[src/rtl/checkers_link_pkg.sv]
// Shared definitions for the inter-board checkers link (transmitter and receiver).
package checkers_link_pkg;

  localparam int unsigned BOARD_W = 256;
  localparam int unsigned ROW_W   = 32;

  typedef enum logic [1:0] {
    IDLE       = 2'd0,
    WAIT_READY = 2'd1,
    SHIFT      = 2'd2,
    FINISH     = 2'd3
  } link_state_e;

endpackage

[src/rtl/sync_ff.sv]
// Async-reset flop chain bringing an asynchronous input into the clk domain.
module sync_ff #(
  parameter int unsigned STAGES = 2
) (
  input  logic clk,
  input  logic rst,
  input  logic d,
  output logic q
);

  logic [STAGES-1:0] chain;

  always_ff @(posedge clk or posedge rst) begin
    if (rst) chain <= '0;
    else     chain <= {chain[STAGES-2:0], d};
  end

  assign q = chain[STAGES-1];

endmodule

[src/rtl/board_serial_tx.sv]
// Transmit end of the checkers link: shifts one board image out MSB first on a
// generated ser_clk/ser_data pair once the peer receiver reports ready.
module board_serial_tx
  import checkers_link_pkg::*;
#(
  parameter int unsigned DATA_W      = BOARD_W,
  parameter int unsigned HALF_PERIOD = 4,
  parameter int unsigned SYNC_STAGES = 2
) (
  input  logic              clk,
  input  logic              rst,
  input  logic              start,
  input  logic [DATA_W-1:0] tx_data,
  input  logic              peer_ready,
  output logic              ser_clk,
  output logic              ser_data,
  output logic              busy,
  output logic              done,
  output logic              abort
);

  localparam int unsigned PH_W = (HALF_PERIOD > 1) ? $clog2(HALF_PERIOD) : 1;
  localparam int unsigned BC_W = $clog2(DATA_W + 1);
  localparam logic [PH_W-1:0] PH_LAST = PH_W'(HALF_PERIOD - 1);
  localparam logic [BC_W-1:0] BC_LAST = BC_W'(DATA_W - 1);

  link_state_e       state, state_d;
  logic [DATA_W-1:0] shreg, shreg_d;
  logic [PH_W-1:0]   phase, phase_d;
  logic [BC_W-1:0]   bitcnt, bitcnt_d;
  logic              ser_clk_d, ser_data_d, busy_d, done_d, abort_d;
  logic              rdy_s;

  sync_ff #(.STAGES(SYNC_STAGES)) u_rdy_sync (
    .clk (clk),
    .rst (rst),
    .d   (peer_ready),
    .q   (rdy_s)
  );

  // State, datapath and registered outputs
  always_ff @(posedge clk or posedge rst) begin
    if (rst) begin
      state    <= IDLE;
      shreg    <= '0;
      phase    <= '0;
      bitcnt   <= '0;
      ser_clk  <= 1'b0;
      ser_data <= 1'b0;
      busy     <= 1'b0;
      done     <= 1'b0;
      abort    <= 1'b0;
    end else begin
      state    <= state_d;
      shreg    <= shreg_d;
      phase    <= phase_d;
      bitcnt   <= bitcnt_d;
      ser_clk  <= ser_clk_d;
      ser_data <= ser_data_d;
      busy     <= busy_d;
      done     <= done_d;
      abort    <= abort_d;
    end
  end

  // Next-state and next-output logic
  always_comb begin
    state_d    = state;
    shreg_d    = shreg;
    phase_d    = phase;
    bitcnt_d   = bitcnt;
    ser_clk_d  = ser_clk;
    ser_data_d = ser_data;
    busy_d     = busy;
    done_d     = 1'b0;
    abort_d    = 1'b0;

    unique case (state)
      IDLE: begin
        ser_clk_d  = 1'b0;
        ser_data_d = 1'b0;
        busy_d     = 1'b0;
        if (start) begin
          shreg_d  = tx_data;
          phase_d  = '0;
          bitcnt_d = '0;
          busy_d   = 1'b1;
          state_d  = WAIT_READY;
        end
      end

      WAIT_READY: begin
        ser_clk_d  = 1'b0;
        ser_data_d = 1'b0;
        if (rdy_s) begin
          phase_d    = '0;
          bitcnt_d   = '0;
          ser_data_d = shreg[DATA_W-1];
          state_d    = SHIFT;
        end
      end

      SHIFT: begin
        if (!rdy_s) begin
          // Peer withdrew mid-frame: drop the frame and let software retry
          ser_clk_d  = 1'b0;
          ser_data_d = 1'b0;
          busy_d     = 1'b0;
          abort_d    = 1'b1;
          state_d    = IDLE;
        end else if (phase != PH_LAST) begin
          phase_d = phase + PH_W'(1);
        end else begin
          phase_d = '0;
          if (!ser_clk) begin
            ser_clk_d = 1'b1;
          end else begin
            ser_clk_d = 1'b0;
            bitcnt_d  = bitcnt + BC_W'(1);
            if (bitcnt == BC_LAST) begin
              ser_data_d = 1'b0;
              done_d     = 1'b1;
              state_d    = FINISH;
            end else begin
              shreg_d    = {shreg[DATA_W-2:0], 1'b0};
              ser_data_d = shreg[DATA_W-2];
            end
          end
        end
      end

      FINISH: begin
        ser_clk_d = 1'b0;
        busy_d    = 1'b0;
        state_d   = IDLE;
      end

      default: state_d = IDLE;
    endcase
  end

endmodule

[config.mk]
export PLATFORM = sky130hd
export DESIGN_NAME = board_serial_tx
export DESIGN_NICKNAME = d
export VERILOG_FILES = /design/src/rtl/checkers_link_pkg.sv /design/src/rtl/sync_ff.sv /design/src/rtl/board_serial_tx.sv
export SDC_FILE = /design/constraint.sdc
export NUM_CORES = 1
export LEC_CHECK = 0
export ABC_CLOCK_PERIOD_IN_PS = 13500
export BUFFER_PORTS_ARGS = -buffer_cell sky130_fd_sc_hd__clkbuf_2
export CAP_MARGIN = 15
export CORE_AREA = 2 2 159 161
export DETAILED_ROUTE_END_ITERATION = 6
export DIE_AREA = 0 0 161 163
export PLACE_DENSITY = 0.85
export SKIP_CTS_REPAIR_TIMING = 1
export SYNTH_ARGS = -nofsm -noshare
export SYNTH_HDL_FRONTEND = slang
export SYNTH_SLANG_ARGS = --single-unit
[constraint.sdc]
create_clock -name clk -period 13.5 [get_ports clk]
set_input_delay 1.35 -clock clk [delete_from_list [all_inputs] [get_ports clk]]
set_output_delay 1.35 -clock clk [all_outputs]
set_load 0.01 [all_outputs]
======== Yosys cells after proc, flatten, opt, wreduce, memory -nomap -nowiden ========
Index checks and enable logic that the tools add are counted.
cells by class
  add/subtract/negate cells ............... 2
  equal/unequal tests ..................... 15
  mux-type cells .......................... 44
  reductions and logical operators ........ 11
operator list
  cell                   number
  $mux W256              5
  $pmux W256 S2          1
  $mux W9                5
  $pmux W9 S3            1
  $mux W2                10
  $mux W1                17
  $ne A2 B2 Y1 const B   6
  $reduce_and A6 Y1      2
  $add A9 B1 Y9 const B  1
  $eq A9 B8 Y1 const B   1
  $ne A3 B3 Y1 const B   3
  $pmux W2 S4            1
  $pmux W1 S3            2
  $pmux W2 S3            1
  $reduce_bool A3 Y1     2
  $reduce_and A5 Y1      1
  $eq A2 B2 Y1 const B   2
  $ne A2 B1 Y1 const B   2
  $reduce_and A4 Y1      1
  $reduce_and A3 Y1      1
  $reduce_or A3 Y1       1
  $add A2 B1 Y2 const B  1
  $eq A2 B1 Y1 const B   1
  $logic_not A2 Y1       1
  3 further kinds        3
word-level totals
  flip-flop bits (word level) ............. 276
  input bits .............................. 260

======== Depth between registers and ports, before layout ========
  depth after elaboration ................. 6
  gate-level depth with buffers ........... 9

======== By module ========
From an unflattened synthesis, not the netlist that was laid out.
unflattened totals
  cells, all modules ...................... 1226
  area, all modules ....................... 12736.0 um^2
by module, submodules not included
  module           instances  cells an instance  area each (um^2)
  board_serial_tx  1          1223               12682.2
  sync_ff          1          3                  53.8

======== Worst setup path before layout ========
OpenSTA, ideal clock, no wires.
  path type ............................... input-to-reg
  from .................................... input port start
  to ...................................... register shreg[100]
  setup time .............................. 0.125 ns
  arrival time ............................ 2.331 ns
  data required time ...................... 13.375 ns
  slack ................................... 11.044 ns
  cell stages on the path ................. 5
  path through ............................ nor2_1 > nor2_8 > buf_12 > buf_12 > mux2_4
on the way
  cells in the longest elaborated chain, start to end .. 2
ends and longest elaborated chain
  item                         RTL line               text
  from (decl)                  board_serial_tx.sv:12  input logic start,
  $ne A2 B2 Y1 (no line)       -
  $reduce_and A6 Y1 (no line)  -
  to (signal assigned)         board_serial_tx.sv:55  shreg <= shreg_d;
  to (decl)                    board_serial_tx.sv:28  logic [DATA_W-1:0] shreg, shreg_d;
No other way between the ends.
A chain may end at the register's enable or synchronous reset.

======== Final worst setup path ========
  from .................................... register state[0]
  to ...................................... register shreg[137]
on the way
  cells in the longest elaborated chain, start to end .. 3
  elaborated cells on any way between the ends .. 10
ends and longest elaborated chain
  item                                                  RTL line               text
  from (decl)                                           board_serial_tx.sv:27  link_state_e state, state_d;
  from (signal assigned)                                board_serial_tx.sv:54  state <= state_d;
  $eq A2 B2 Y1 or $logic_not A2 Y1 (tied branches)      board_serial_tx.sv:78  unique case (state)
  $ne A2 B1 Y1 (no line), or another cell as far along  -
  $reduce_and A6 Y1 (no line)                           -
Several ways; a longest one is shown, not always the timed one.

==> summary.md <==
| Metric | Value |
|---|---|
| Largest stage delay, worst path | 990 ps |
| Max Root-Sink Buffers | 3 |
| Min cycle time layout | 4110 ps |
| Final worst path period share | 0.304 |
| Initial Utilization | 0.597 |
| Number of global-route vias before repair | 8972 |
| Total CTS buffers | 30 |
| Share of the synthesized area in the top cell type | 0.469 |
| Critical hold path startpoint | u_rdy_sync.chain[0]$_DFF_PP0_ |
| Type of destination of the critical path | flop |
| Nets | 1463 |
| Mapped Area | 0.0147 mm2 |
| Leakage | 7.94 nW |
| R2R setup slack | 9390 ps |
| R2R depth | 7 |
| Ys async rst share | 1.00 |
| Slew Viols, Final | 0 |
| Final instance area | 0.0170 mm2 |
| Outcome | finished, final reports clean |
| CP cell instances | inv_1 > ha_4 > nand2_1 > o32a_4 > nor2_8 > buf_4 > mux2_4 |
| Maximum vdd drop | 0.000201 V |
| Post-synthesis mux area share | 0.442 |
| Worst Skew | 12.6 ps |
| Library cells used by synthesis | 45 |
| Clock share of power | 0.216 |
| Clock root buffer | clkbuf_16 |
| Slew headroom | 0.234 |
| Compound-Gate Fraction of Synth Area | 0.0122 |
| Port bufs | 264 |
| Layout cells sized above 1 | 0.608 |
| Placer Congestion | 0.759 |
| Worst EP arrival | 4530 ps |
| HP Class | flop to flop |
| Area Growth Syn to Fin | 15.7% |
| Total Wirelength | 28000 um |
| Worst path required time | 13920 ps |
| Die W | 161 um |
| Mapped Avg Cell Area | 15.5 um2 |
| Total number of vias | 8384 |
| Clk_lat worst skew | 540 ps |
| Worst hold path depth | 0 |
| Num rows | 58 |
| Crit path max-delay family | buffers and inverters |
| Total congestion overflow | 0 |
| GRT Total Usage | 0.210 |
| Reg2reg start | state[0]$_DFFE_PP0P_ |
| Slew @ Worst Pin | 1150 ps |
| Sequential share of power | 0.342 |
| Post-synth EDFFs | 0 |
| CTS tree | built |
| Yosys reg bits | 276 |
| Global-route wire length before repair | 45300 um |
| Adder-Cell Fraction of Synth Area | 0.00765 |
| Synth Area in XOR/XNOR | 0 |
| Buf/Inv on CP | 2 |
| Setup TNS Final | 0 ps |
| DR iter-0 viols | 397 |
| PwrDens | 254 mW/mm2 |
| Final setup violating endpoints | 0 |
| Drt wl/cell | 18.1 um |
| Drt drc | 0 |
| I/O Pins | 265 |
| Internal | 0.00309 W |
| Syn_nets | 1219 |
| Worst Setup Path Type | flop to flop |
| Leading area contributor after synthesis | dfrtp_1 |
| Prevailing post-synth register cell | dfrtp_1 |
| Post-Place Cell Area | 0.0159 mm2 |
| Dpl hpwl | 18300 um |
| Synth top area cells | dfrtp_1 47%, mux2_4 20%, mux2_2 16%, mux2_1 7.6%, buf_12 3.0% |
| Crit path max fanout | 63 |
| Capturing point of the worst reg2reg path | shreg[137]$_DFFE_PP0P_ |
| Clk sinks | 276 |
| Vias per cell | 5.42 |
| Sw Ratio | 0.287 |
| RSZ-0062 raised after global routing | false |
| DRT antenna net count | 0 |
| CP max stage cell | buf_4 |
| Seq/Total Area, Yosys | 0.469 |
| Die height | 163 um |
| Power consumption | 0.00433 W |
| Max-Cap Viols | 0 |
| DIE AREA | 0.0262 mm2 |
| Core ar. | 0.0247 mm2 |
| Initial antenna violation count | 2 |
| Clock Pin Slew Worst Setup and Hold Paths | 60 ps |
| Fmax | 244 MHz |
| Largest net degree at the start of global routing | 138 |
| End of the worst hold path | u_rdy_sync.chain[1]$_DFF_PP0_ |
| Fin. Hold Viols | 0 |
| Nature of the critical path startpoint | flop |
| Mapped Cells | 950 |
| Sw Pwr | 0.00124 W |
| Drt first pass iters | 4 |
| Combinational share of power | 0.442 |
| Simple-gate share of the synthesized area | 0.0229 |
| H-tree depth | 1 |
| Final Util | 0.691 |
| Largest family of logic cells by synthesized area | multiplexers |
| Hold WS | 358 ps |
| Synth warn | 0 |
## area by class of cell
class / count / area [um2]
Clock inverter: 12 / 260
Clock buffer: 42 / 887
Multi-Input combinational cell: 608 / 7150
Tap cell: 330 / 413
Timing Repair Buffer: 271 / 1390
Antenna cell: 2 / 5.00
Inverter: 7 / 35.0
Sequential cell: 276 / 6910
Fill cell: 1732 / 7630
## logic make-up after synthesis
logic type      count (synthesis)
mux                           511
flops                         276
buf+inv                        66
simple gates                   65
compound gates                 23
fa+ha+maj                       9
## placed cells by master, fill, tap and decap left out, drive strengths merged, types with 2 or more instances in the layout
cell type  instances
clkinv             5
nand2b             4
and3               4
buf                7
nor2              12
nand4b             2
bufinv             8
mux2             510
nand3             10
clkbuf           306
a221o              2
and2               2
nor3               4
o21ai              4
diode              2
dfrtp            276
ha                 9
inv                6
nand4              3
a21oi              4
o211ai             3
nand2             20
## stage by stage
step,instances,worst slack (ps)
2_1_floorplan,950,4540
5_1_grt,1548,9110
6_report,1548,9390
3_3_place_gp,1492,9470
3_5_place_dp,1492,9390
4_1_cts,1546,9380
## registers in the layout (all words and copies together) (netlist names)
| name | cells |
|---|---|
| ser_data | 1 |
| bitcnt | 9 |
| shreg | 256 |
| ser_clk | 1 |
| busy | 1 |
| done | 1 |
| phase | 2 |
| abort | 1 |
| u_rdy_sync.chain | 2 |
| state | 2 |
## worst max path at each step
stage | start | endpoint | slack (ps) | cells past startpoint
6_report | state[0]$_DFFE_PP0P_ | shreg[137]$_DFFE_PP0P_ | 9390 | 7
4_1_cts | state[0]$_DFFE_PP0P_ | shreg[114]$_DFFE_PP0P_ | 9380 | 7
3_3_place_gp | state[0]$_DFFE_PP0P_ | shreg[159]$_DFFE_PP0P_ | 9470 | 7
3_5_place_dp | state[0]$_DFFE_PP0P_ | shreg[130]$_DFFE_PP0P_ | 9390 | 7
2_1_floorplan | rst | abort$_DFF_PP0_ | 4540 | 1
5_1_grt | state[0]$_DFFE_PP0P_ | shreg[117]$_DFFE_PP0P_ | 9110 | 7
## synth_stat cells, types with 4 or more instances
library cell  count
dfrtp_1         276
nand2b_1          4
buf_12           22
inv_1             4
mux2_4          200
a21oi_1           4
ha_1              9
nor2_1           11
buf_2             4
nor3_1            4
nand2_1          19
clkbuf_1         22
buf_1             4
mux2_2          210
and3_1            4
mux2_1          100
nand3_1          10
buf_8             6
## power by group through the flow
| stage | Clock [W] | Combinational (W) | Sequential, W |
|---|---|---|---|
| after floorplan | 0 | 0.00184 | 0.00140 |
| after global placement | 0 | 0.00186 | 0.00146 |
| after detailed placement | 0 | 0.00192 | 0.00148 |
| after CTS | 0.000952 | 0.00193 | 0.00148 |
| after global routing | 0.000989 | 0.00205 | 0.00153 |
| final | 0.000935 | 0.00192 | 0.00148 |
## metal layers
| metal | vias to the layer above | track usage | part of all wire |
|---|---|---|---|
| met5 | - | 0 | 0 |
| met4 | 0 | 0.0548 | 0.020 |
| met3 | 40 | 0.0494 | 0.060 |
| met2 | 201 | 0.360 | 0.50 |
| met1 | 4227 | 0.272 | 0.42 |
| li1 | 3916 | - | - |
## worst register-to-register path, cell delays in order (launching register included)
cell and delay [ps]:
dfrtp_1 430, inv_1 160, ha_4 480, nand2_1 240
o32a_4 400, nor2_8 820, buf_4 1030, mux2_4 430
No activity file was read; power rests on OpenSTA's default activity.
